`config.mk`:
```
export PLATFORM = sky130hd
export DESIGN_NAME = uart_tx
export DESIGN_NICKNAME = d
export VERILOG_FILES = /design/src/rtl/uart_tx.sv
export SDC_FILE = /design/constraint.sdc
export NUM_CORES = 1
export LEC_CHECK = 0
export BUFFER_PORTS_ARGS = -buffer_cell sky130_fd_sc_hd__buf_2
export CAP_MARGIN = 20
export CORE_MARGIN = 3
export CORE_UTILIZATION = 31
export CTS_CLUSTER_SIZE = 10
export DETAILED_ROUTE_END_ITERATION = 6
export PLACE_DENSITY_LB_ADDON = 0.15
export SYNTH_ARGS = -nofsm -noshare
export SYNTH_HDL_FRONTEND = slang
export SYNTH_SLANG_ARGS = --single-unit
export TNS_END_PERCENT = 5
```
`constraint.sdc`:
```
create_clock -name clk -period 4.1 [get_ports clk]
set_clock_uncertainty 0.2 [all_clocks]
set_input_delay 0.205 -clock clk [delete_from_list [all_inputs] [get_ports clk]]
set_output_delay 0.205 -clock clk [all_outputs]
set_load 0.02 [all_outputs]
```
`src/rtl/uart_tx.sv`:
```
// 8N1 UART transmitter with a small transmit FIFO in front of the serializer.
// tx_out and tx_done are registered; tx_ready/tx_busy decode registered state.
module uart_tx #(
  parameter int unsigned CLKS_PER_BIT = 10,
  parameter int unsigned FIFO_DEPTH   = 4
) (
  input  logic       clk,
  input  logic       reset,
  input  logic [7:0] tx_data,
  input  logic       tx_valid,
  output logic       tx_ready,
  output logic       tx_out,
  output logic       tx_busy,
  output logic       tx_done
);

  localparam int unsigned PTR_W = (FIFO_DEPTH > 1) ? $clog2(FIFO_DEPTH) : 1;
  localparam int unsigned CNT_W = PTR_W + 1;
  localparam logic [13:0] BIT_LAST = 14'(CLKS_PER_BIT - 1);
  localparam logic [13:0] DONE_AT  = 14'(CLKS_PER_BIT - 2);

  typedef enum logic [1:0] {
    IDLE,
    START,
    DATA,
    STOP
  } state_t;

  state_t           state;
  logic [7:0]       mem [FIFO_DEPTH];
  logic [PTR_W-1:0] wr_ptr;
  logic [PTR_W-1:0] rd_ptr;
  logic [CNT_W-1:0] count;
  logic [7:0]       shift;
  logic [13:0]      bit_cnt;
  logic [2:0]       bit_idx;
  logic             push;
  logic             pop;

  assign tx_ready = (count < CNT_W'(FIFO_DEPTH));
  assign tx_busy  = (state != IDLE) || (count != '0);
  // A write coinciding with reset must not land in the buffer.
  assign push     = tx_valid && tx_ready && !reset;
  assign pop      = (state == IDLE) && (count != '0);

  always_ff @(posedge clk) begin
    if (push) begin
      mem[wr_ptr] <= tx_data;
    end
  end

  always_ff @(posedge clk) begin
    if (reset) begin
      wr_ptr <= '0;
      rd_ptr <= '0;
      count  <= '0;
    end else begin
      if (push) begin
        wr_ptr <= wr_ptr + 1'b1;
      end
      if (pop) begin
        rd_ptr <= rd_ptr + 1'b1;
      end
      case ({push, pop})
        2'b10:   count <= count + 1'b1;
        2'b01:   count <= count - 1'b1;
        default: count <= count;
      endcase
    end
  end

  always_ff @(posedge clk) begin
    if (reset) begin
      state   <= IDLE;
      tx_out  <= 1'b1;
      tx_done <= 1'b0;
      shift   <= '0;
      bit_cnt <= '0;
      bit_idx <= '0;
    end else begin
      tx_done <= 1'b0;
      case (state)
        IDLE: begin
          tx_out <= 1'b1;
          if (pop) begin
            shift   <= mem[rd_ptr];
            bit_cnt <= '0;
            bit_idx <= '0;
            tx_out  <= 1'b0;
            state   <= START;
          end
        end
        START: begin
          if (bit_cnt == BIT_LAST) begin
            bit_cnt <= '0;
            tx_out  <= shift[0];
            state   <= DATA;
          end else begin
            bit_cnt <= bit_cnt + 1'b1;
          end
        end
        DATA: begin
          if (bit_cnt == BIT_LAST) begin
            bit_cnt <= '0;
            if (bit_idx == 3'd7) begin
              tx_out <= 1'b1;
              state  <= STOP;
            end else begin
              bit_idx <= bit_idx + 1'b1;
              tx_out  <= shift[bit_idx + 3'd1];
            end
          end else begin
            bit_cnt <= bit_cnt + 1'b1;
          end
        end
        STOP: begin
          // Raised one edge early so the registered pulse lands on the last stop cycle.
          if (bit_cnt == DONE_AT) begin
            tx_done <= 1'b1;
          end
          if (bit_cnt == BIT_LAST) begin
            bit_cnt <= '0;
            state   <= IDLE;
          end else begin
            bit_cnt <= bit_cnt + 1'b1;
          end
        end
        default: begin
          tx_out <= 1'b1;
          state  <= IDLE;
        end
      endcase
    end
  end

endmodule
```
# Word-level counts from Yosys, hierarchy flattened
# Memories as Yosys holds them, arrays and structs flattened. A register that Yosys moved wholly into a read port is not among the register bits.
# Cells that the tools add are included.
# op_classes
n_bitwise	1
n_addsub	6
muxes	24
eq_ne	14
reduce_logical	17
order_cmp	2
# op_table
cell	count
$eq 14x4->1 const B	2
$mux 14	2
$pmux 14 s2	1
$add 14x1->14 const B	1
$ne 2x2->1 const B	6
$pmux 3 s2	2
$mux 2	5
$mux 3	3
$mux 1	8
$pmux 2 s4	1
$add 3x1->3 const B	2
$eq 2x2->1 const B	3
$reduce_bool 2->1	3
$reduce_bool 3->1	2
$reduce_and 5->1	1
$add 2x1->2 const B	2
$eq 2x1->1 const B	2
$lt 3x4->1 const B	1
$reduce_and 4->1	1
$bmux 1 s3	1
$eq 3x3->1 const B	1
$logic_and 1x1->1	3
$lt 3x3->1 const B	1
$pmux 1 s3	1
other kinds (9)	9
# totals
out_inout_bits	4
mem_bits_rw	32
mem_count	1
register_bits	28
elab_cells	73
# memory_table
name	words	word_bits	read_ports	rd_clocked_by_memory_dff	write_ports	line_no	text
mem	4	8	1	1	1	30	logic [7:0] mem [FIFO_DEPTH];

# Depth between registers and ports, before layout
# Gate-level depths: netlist of run 1.
# logic_depth
ltp_word	6
depth_mapped	11
ltp_nobuf	10

# Least setup slack after synthesis of run 1
# Ideal clock, no wire load.
# synth_timing
path_type	register -> register
start	reg state[0]
end	reg count[2]
stages_incl_launch_ff	12
setup_slack_ns	1.620
t_arrival_ns	2.210
path_buffers	1
setup_time_ns	0.070
required_ns	3.830
cell_sequence	dfxtp_1 inv_1 ha_1 o31ai_2 inv_1 buf_2 ha_1 inv_1 fa_1 xor2_1 or3_1 a21oi_1
# synth_via
elab_chain_cells	4
# synth_rtl
element	line_no	text
start: declaration	29	state_t state;
start signal: assignment	74	state <= IDLE;
start signal: assignment	90	state <= START;
start signal: assignment	97	state <= DATA;
$logic_not 2->1 *	44	assign pop = (state == IDLE) && (count != '0);
$logic_and 1x1->1 *	44	
named net pop	38	logic pop;
$eq 2x1->1 or $eq 2x2->1 (tied branches)	64	case ({push, pop})
$pmux 3 s2 or $reduce_bool 2->1 (tied branches)	n/a	
end signal: assignment	65	2'b10: count <= count + 1'b1;
end signal: assignment	66	2'b01: count <= count - 1'b1;
end signal: assignment	67	default: count <= count;
end: declaration	33	logic [CNT_W-1:0] count;
# Mark *: on every way through the listed nets, which the timed path passes. The rest lies on a longest branch.
# A chain may end at the register's enable or synchronous reset.

# Final worst setup path of run 1
# layout_timing
start	reg state[0]
end	reg count[2]
# layout_via
elab_chain_cells	4
# layout_rtl
element	line_no
$logic_not 2->1 *	44
$logic_and 1x1->1 *	44
$eq 2x1->1 or $eq 2x2->1 (tied branches)	64
$pmux 3 s2 or $reduce_bool 2->1 (tied branches)	n/a
# Mark *: on every way between the ends. The rest lies on a longest branch, timed or not.

==> results.sh, run 1 <==
export IMPL_outcome="finished, final reports clean"
export IMPL_reg2reg_depth=10
export IMPL_finalPower_w=0.00232
export IMPL_path_class="reg -> reg"
export IMPL_start_util=0.327
export IMPL_syn_nets=313
export IMPL_fin_crit_ns=2.79
export IMPL_synth_cell_types=52
export IMPL_r2r_start="state[0]"
export IMPL_grt_max_degree=27
export IMPL_clockBufferDepth=2
export IMPL_maxCapViolations=0
export IMPL_clk_latency_ns=0.35
export IMPL_cts_repair_resized=0
export IMPL_detail_route_wl_per_cell_um=14.4
export IMPL_yosysTopAreaCellShare=0.294
export IMPL_power_density_nw_per_um2=619
export IMPL_portBuffers=14
export IMPL_utilization=0.375
export IMPL_row_count=36
export IMPL_grt_overflow=0
export IMPL_tightest_slew_ns=0.767
export IMPL_maxSlewViolCount=0
export IMPL_h_tree_depth=3
export IMPL_io_pins=15
export IMPL_die_y_um=109
export IMPL_ys_warn_count=0
export IMPL_drt_vias_per_instance=4.84
export IMPL_synthArstFlopShare=0
export IMPL_first_iter_violations=82
export IMPL_slew_headroom=0.487
export IMPL_die_area_um2=11800
export IMPL_synth_cells=286
export IMPL_rrSetupSlack_ns=1.31
export IMPL_ant_nets=0
export IMPL_synth_edf_count=32
export IMPL_placed_cells=419
export IMPL_ys_seq_elements=68
export IMPL_worstHoldStart="reset"
export IMPL_crit_fanout=11
export IMPL_synthTopCellsByCount="36 x dfxtp_1, 35 x nand2_1, 32 x edfxtp_1, 19 x inv_1, 15 x ha_1"
export IMPL_hold_path_end="rd_ptr[1]"
export IMPL_fin_crit_sh=0.680
export IMPL_peakVddDrop_mv=0.266
export IMPL_synth_top_area_cell="edfxtp_1"
export IMPL_fin_cells=443
export IMPL_root_buffer="clkbuf_8"
export IMPL_cp_end_kind="flop"
export IMPL_dp_hpwl_mm=4.30
export IMPL_holdPathStages=2
export IMPL_drcViolationCount=0
export IMPL_grt_pass1_wl_mm=11.0
export IMPL_syn_area_um2=3270
export IMPL_hold_path_class="in -> reg"
export IMPL_cts_tree="done"
export IMPL_worstSetupStartpointType="flop"
export IMPL_crit_required_ns=4.18
export IMPL_avgSynthCellArea_um2=11.4
export IMPL_antenna_found_initial=0
export IMPL_cts_made_buffers=9
export IMPL_clk_pin_slew_worst_paths_ns=0.08
export IMPL_area_growth_synth_to_final_pct=14.7
export IMPL_grtUsageTotal=0.122
export IMPL_cts_sinks=68
export IMPL_drive_gt1_frac=0.158
export IMPL_cts_setup_buffers=0
export IMPL_cts_hold_buf=8
export IMPL_r2r_end="count[2]"
export IMPL_wirelength_mm=6.37
export IMPL_power_leakage_nw=1.34
export IMPL_vias=2146
export IMPL_synth_ff_type="dfxtp_1"
export IMPL_final_net_count=332
export IMPL_gp_congestion=0.732
export IMPL_diodes=0
export IMPL_dr_pass1_iters=4
export IMPL_worstPathArrival_ns=2.87
export IMPL_finalSetupViolCount=0
export IMPL_ys_seq_area_frac=0.515
export IMPL_rsz0062_at_grt="no"
export IMPL_setup_tns_final_ns=0
export IMPL_core_area_um2=10000
export IMPL_synth_most_common_cell="dfxtp_1"
export IMPL_final_hold_viol_count=0
export IMPL_netlist_top_cells_area="edfxtp_1 29%, dfxtp_1 22%, mux4_2 6.2%"
export IMPL_whs_ns=0.0980
export IMPL_fmax_ghz=0.359
export IMPL_nFillCells=999
export IMPL_grt_pass1_vias=2182
export IMPL_die_w_um=109
## cells by family (layout without fill, tap and decap cells)
kind of cell             Yosys count  count (layout)  synth area share
buffers and inverters             34              58            0.0452
multiplexers                      17              17            0.0866
AO/OA/AOI/OAI                     49              49             0.103
AND/OR/NAND/NOR                   96              96             0.171
flip-flops                        68              68             0.515
adder cells (fa/ha/maj)           16              16            0.0636
XOR/XNOR                           6               6            0.0161
## where the power goes
part           leakage [nW]  switching [W]  internal, W
Clock                 0.117       0.000274     0.000364
Combinational         0.636       0.000425     0.000343
Sequential            0.583       0.000105     0.000808
Total                  1.34       0.000803      0.00152
## worst max-delay path by stage
stage	startpoint	end	slack [ns]	cells after the start
finish	state[0]	count[2]	1.31	10
global placement	count[0]	count[2]	1.38	8
detailed placement	state[0]	count[2]	1.30	10
CTS	state[0]	count[2]	1.28	10
floorplan	state[0]	count[2]	1.62	11
global route	state[0]	count[2]	1.03	10
## per-layer routing
layer,GRT usage,part of all wire,vias to the layer above
li1,-,-,1096
met1,0.163,0.50,1013
met2,0.186,0.45,29
met3,0.0414,0.039,8
met4,0.0433,0.016,0
met5,0,0,-
## cells in the final DEF (no fill, tap or decap), drive strengths merged, types with 3 or more instances in the layout
cell type	n
a21oi	13
nand2b	3
mux4	9
and2	3
ha	15
clkinv	3
dfxtp	36
nor4	4
o211ai	4
nor2	10
nand3b	4
nand2	35
nand4	8
xor2	4
edfxtp	32
o21ai	4
nand3	9
a31oi	12
buf	15
dlygate4sd3	8
o22ai	3
mux2i	8
inv	20
and3	8
clkbuf	10
## critical path, stage by stage, from the launching register on
cell	delay [ns]
dfxtp_1	0.35
inv_1	0.10
ha_1	0.26
o31ai_2	0.21
inv_1	0.31
ha_1	0.25
inv_1	0.06
fa_1	0.38
xor2_1	0.16
or3_1	0.31
a21oi_1	0.14
## sequential cells by signal, summed over array words and instances, names as in the netlist, 2 cells and up
signal	count
mem	32
bit_cnt	14
shift	8
bit_idx	3
count	3
wr_ptr	2
rd_ptr	2
state	2
## per-stage QoR
| step | cell area (µm²) | setup WS, ns |
|---|---|---|
| floorplan | 3270 | 1.62 |
| global route | 3750 | 1.03 |
| global placement | 3430 | 1.38 |
| finish | 3750 | 1.31 |
| detailed placement | 3430 | 1.30 |
| CTS | 3750 | 1.28 |
## layout make-up
class,instances,area [µm²],share of cell area
repair buffers,23,158,0.0421
inverters,19,71.3,0.0190
clock inverters,6,95.1,0.0254
well taps,133,166,0.0444
clock buffers,10,138,0.0367
flip-flops and latches,68,1680,0.449
multi-input cells,184,1440,0.383
Power figures use the tool's default switching activity.
==> run 2, diff against run 1 <==
ABC_AREA = 1   (was unset)
clock period = 2.7 ns   (was 4.1 ns; I/O delays follow)
==> run 2 against run 1 <==
- total power grew 43%
- combinational power grew 43%
- non-clock buffer count grew 8
- critical endpoint unchanged
- count of clock-buffer cells in the layout shrank 1
- first-iteration DRC count grew 62%
- synthesized cell count grew 34%
- via count grew 19%
- fmax grew 19%
- largest power group unchanged
- utilization shrank 0.31 points
- design area grew 2.8%
- final cell count grew 25%
==> results.sh, run 2 <==
export IMPL_final_common_cell="nand2_1"
export IMPL_area_growth_synth_to_final_pct=15.9
export IMPL_p_sw_w=0.00127
export IMPL_fin_crit_sh=0.864
export IMPL_gp_congestion=0.743
export IMPL_synth_edf_count=32
export IMPL_cts_sinks=68
export IMPL_combPwrFrac=0.331
export IMPL_cts_hold_buf=8
export IMPL_synth_most_common_cell="nand2_1"
export IMPL_cts_tree="done"
export IMPL_layout_common_cells="61 x nand2_1, 52 x nor2_1, 36 x inv_1, 36 x dfxtp_1, 35 x o21ai_0"
export IMPL_crit_chain="inv_1 > ha_1 > inv_1 > a21oi_1 > ha_1 > inv_1 > fa_1 > a21oi_1 > o21ai_0 > o21ai_0 > a21oi_1"
export IMPL_avgSynthCellArea_um2=8.66
export IMPL_finalSetupViolCount=0
export IMPL_grt_pass1_vias=2477
export IMPL_reg_largest_list="mem (32), bit_cnt (14), shift (8)"
export IMPL_antenna_found_initial=0
export IMPL_wl_met3_um=182
export IMPL_fmax_ghz=0.429
export IMPL_path_class="reg -> reg"
export IMPL_slew_headroom=0.726
export IMPL_cp_end_kind="flop"
export IMPL_hold_path_class="in -> reg"
export IMPL_syn_area_um2=3320
export IMPL_synthArstFlopShare=0
export IMPL_synth_ff_type="dfxtp_1"
export IMPL_drive_gt1_frac=0.146
export IMPL_drt_vias_per_instance=4.62
export IMPL_h_tree_depth=3
export IMPL_peakVddDrop_mv=0.324
export IMPL_tightest_slew_ns=0.410
export IMPL_cts_repair_resized=0
export IMPL_synth_cells=384
export IMPL_grt_overflow=0
export IMPL_final_hold_viol_count=0
export IMPL_top_layer="met4"
export IMPL_power_density_nw_per_um2=861
export IMPL_grt_pass1_wl_mm=12.0
export IMPL_sw_frac_of_total=0.383
export IMPL_p_seq_frac=0.410
export IMPL_largest_register="mem"
export IMPL_die_w_um=110
export IMPL_row_count=37
export IMPL_synth_top_area_cell="edfxtp_1"
export IMPL_p_int_w=0.00205
export IMPL_netlist_top_cells_area="edfxtp_1 29%, dfxtp_1 22%, nand2_1 6.9%"
export IMPL_diodes=0
export IMPL_clockPowerShare=0.259
export IMPL_io_pins=15
export IMPL_clockBufferDepth=2
export IMPL_final_area_um2=3850
export IMPL_grtUsageTotal=0.129
export IMPL_setup_tns_final_ns=0
export IMPL_clk_pin_slew_worst_paths_ns=0.09
export IMPL_root_buffer="clkbuf_8"
export IMPL_largest_reg_flops=32
export IMPL_ys_warn_count=0
export IMPL_crit_required_ns=2.72
export IMPL_clk_latency_ns=0.34
export IMPL_ant_nets=0
export IMPL_die_area_um2=12000
export IMPL_rsz0062_at_grt="no"
export IMPL_power_leakage_nw=1.44
export IMPL_maxCapViolations=0
export IMPL_worstPathArrival_ns=2.35
export IMPL_grt_max_degree=21
export IMPL_start_util=0.321
export IMPL_maxSlewViolCount=0
export IMPL_crit_family="adder cells"
export IMPL_outcome="finished, final reports clean"
export IMPL_yosysTopAreaCellShare=0.289
export IMPL_crit_fanout=4
export IMPL_syn_nets=411
export IMPL_placedInstanceArea_um2=3570
export IMPL_wirelength_mm=7.00
export IMPL_cts_made_buffers=9
export IMPL_crit_slowest_cell="fa_1"
export IMPL_detail_route_wl_per_cell_um=12.6
export IMPL_fin_crit_ns=2.33
export IMPL_utilization=0.372
export IMPL_ys_seq_elements=68
export IMPL_final_net_count=440
export IMPL_dp_hpwl_mm=4.96
export IMPL_first_iter_violations=133
export IMPL_synthTopCellsByCount="61 x nand2_1, 52 x nor2_1, 36 x dfxtp_1, 36 x inv_1, 35 x o21ai_0"
export IMPL_core_area_um2=10400
export IMPL_ys_seq_area_frac=0.506
export IMPL_met1_length_mm=3.42
export IMPL_drcViolationCount=0
export IMPL_worstSetupStartpointType="flop"
export IMPL_wl_met2_mm=3.33
export IMPL_dr_pass1_iters=4
export IMPL_die_y_um=110
export IMPL_synth_cell_types=38
export IMPL_cts_setup_buffers=0
export IMPL_max_stage_delay_ns=0.38
export IMPL_vias=2558
export IMPL_path_buf_inv=3
export IMPL_portBuffers=14
-- run 2: cell count changes after synthesis, moves of 5 or more --
cell / before / now
nand3_1: 9 / 22
nor2_1: 9 / 52
nand2_1: 35 / 61
inv_1: 19 / 36
o21ai_0: 3 / 35
mux4_2: 9 / 0
and3_1: 8 / 0
a21oi_1: 12 / 23
mux2i_1: 8 / 0
inv_2: 0 / 5
-- run 2: per-layer routing --
metal	GRT usage	up-vias
met5	0	-
met4	0.0410	0
met3	0.0282	5
met2	0.213	25
met1	0.167	1176
li1	-	1352
-- run 2: power groups by stage --
| stage | Combinational (W) | Clock [W] | Sequential (W) |
|---|---|---|---|
| floorplan | 0.000839 | 0 | 0.00134 |
| global placement | 0.00110 | 0 | 0.00138 |
| detailed placement | 0.00111 | 0 | 0.00139 |
| CTS | 0.00112 | 0.000885 | 0.00136 |
| global route | 0.00127 | 0.000939 | 0.00138 |
| finish | 0.00110 | 0.000860 | 0.00136 |
-- run 2: kinds of logic (layout without fill, tap and decap cells) --
group | count (synthesis) | in the layout | synth area share
AND/OR/NAND/NOR | 168 | 168 | 0.243
buffers and inverters | 56 | 90 | 0.0662
AO/OA/AOI/OAI | 75 | 75 | 0.120
XOR/XNOR | 1 | 1 | 0.00264
flip-flops | 68 | 68 | 0.506
adder cells (fa/ha/maj) | 16 | 16 | 0.0625
-- run 2: cell type report --
cell class,instances,area [µm²]
inverter,43,161
fill,1073,6520
multi-input combinational,260,1420
timing repair buffer,31,218
clock buffer,9,124
clock inverter,7,75.1
sequential,68,1680
tap,136,170
-- run 2: worst paths after layout --
check                  start           to  slack [ns]  cells past startpoint
hold / removal         reset  bit_cnt[13]        0.02                      3
setup reg to reg    state[0]     count[2]        0.37                     11
setup / recovery    state[0]     count[2]        0.37                     11
hold reg to reg   bit_idx[1]   bit_idx[1]        0.27                      2
-- run 2: worst register-to-register path, delay by kind of cell (launching register included) --
family	cells	cell delay (ns)
buffers and inverters	3	0.24
AOI/OAI and AO/OA	5	0.68
adders and majority gates	3	0.76
DFF	1	0.34
-- run 2: through the flow --
| step | std cells | total power [W] | hold WS, ns | worst slack, ns |
|---|---|---|---|---|
| floorplan | 384 | 0.00218 | 0.0339 | 0.361 |
| global placement | 530 | 0.00248 | 0.148 | 0.487 |
| detailed placement | 530 | 0.00249 | 0.154 | 0.403 |
| CTS | 554 | 0.00337 | 0.0165 | 0.368 |
| global route | 554 | 0.00360 | 0.0310 | 0.177 |
| finish | 554 | 0.00332 | 0.0224 | 0.368 |
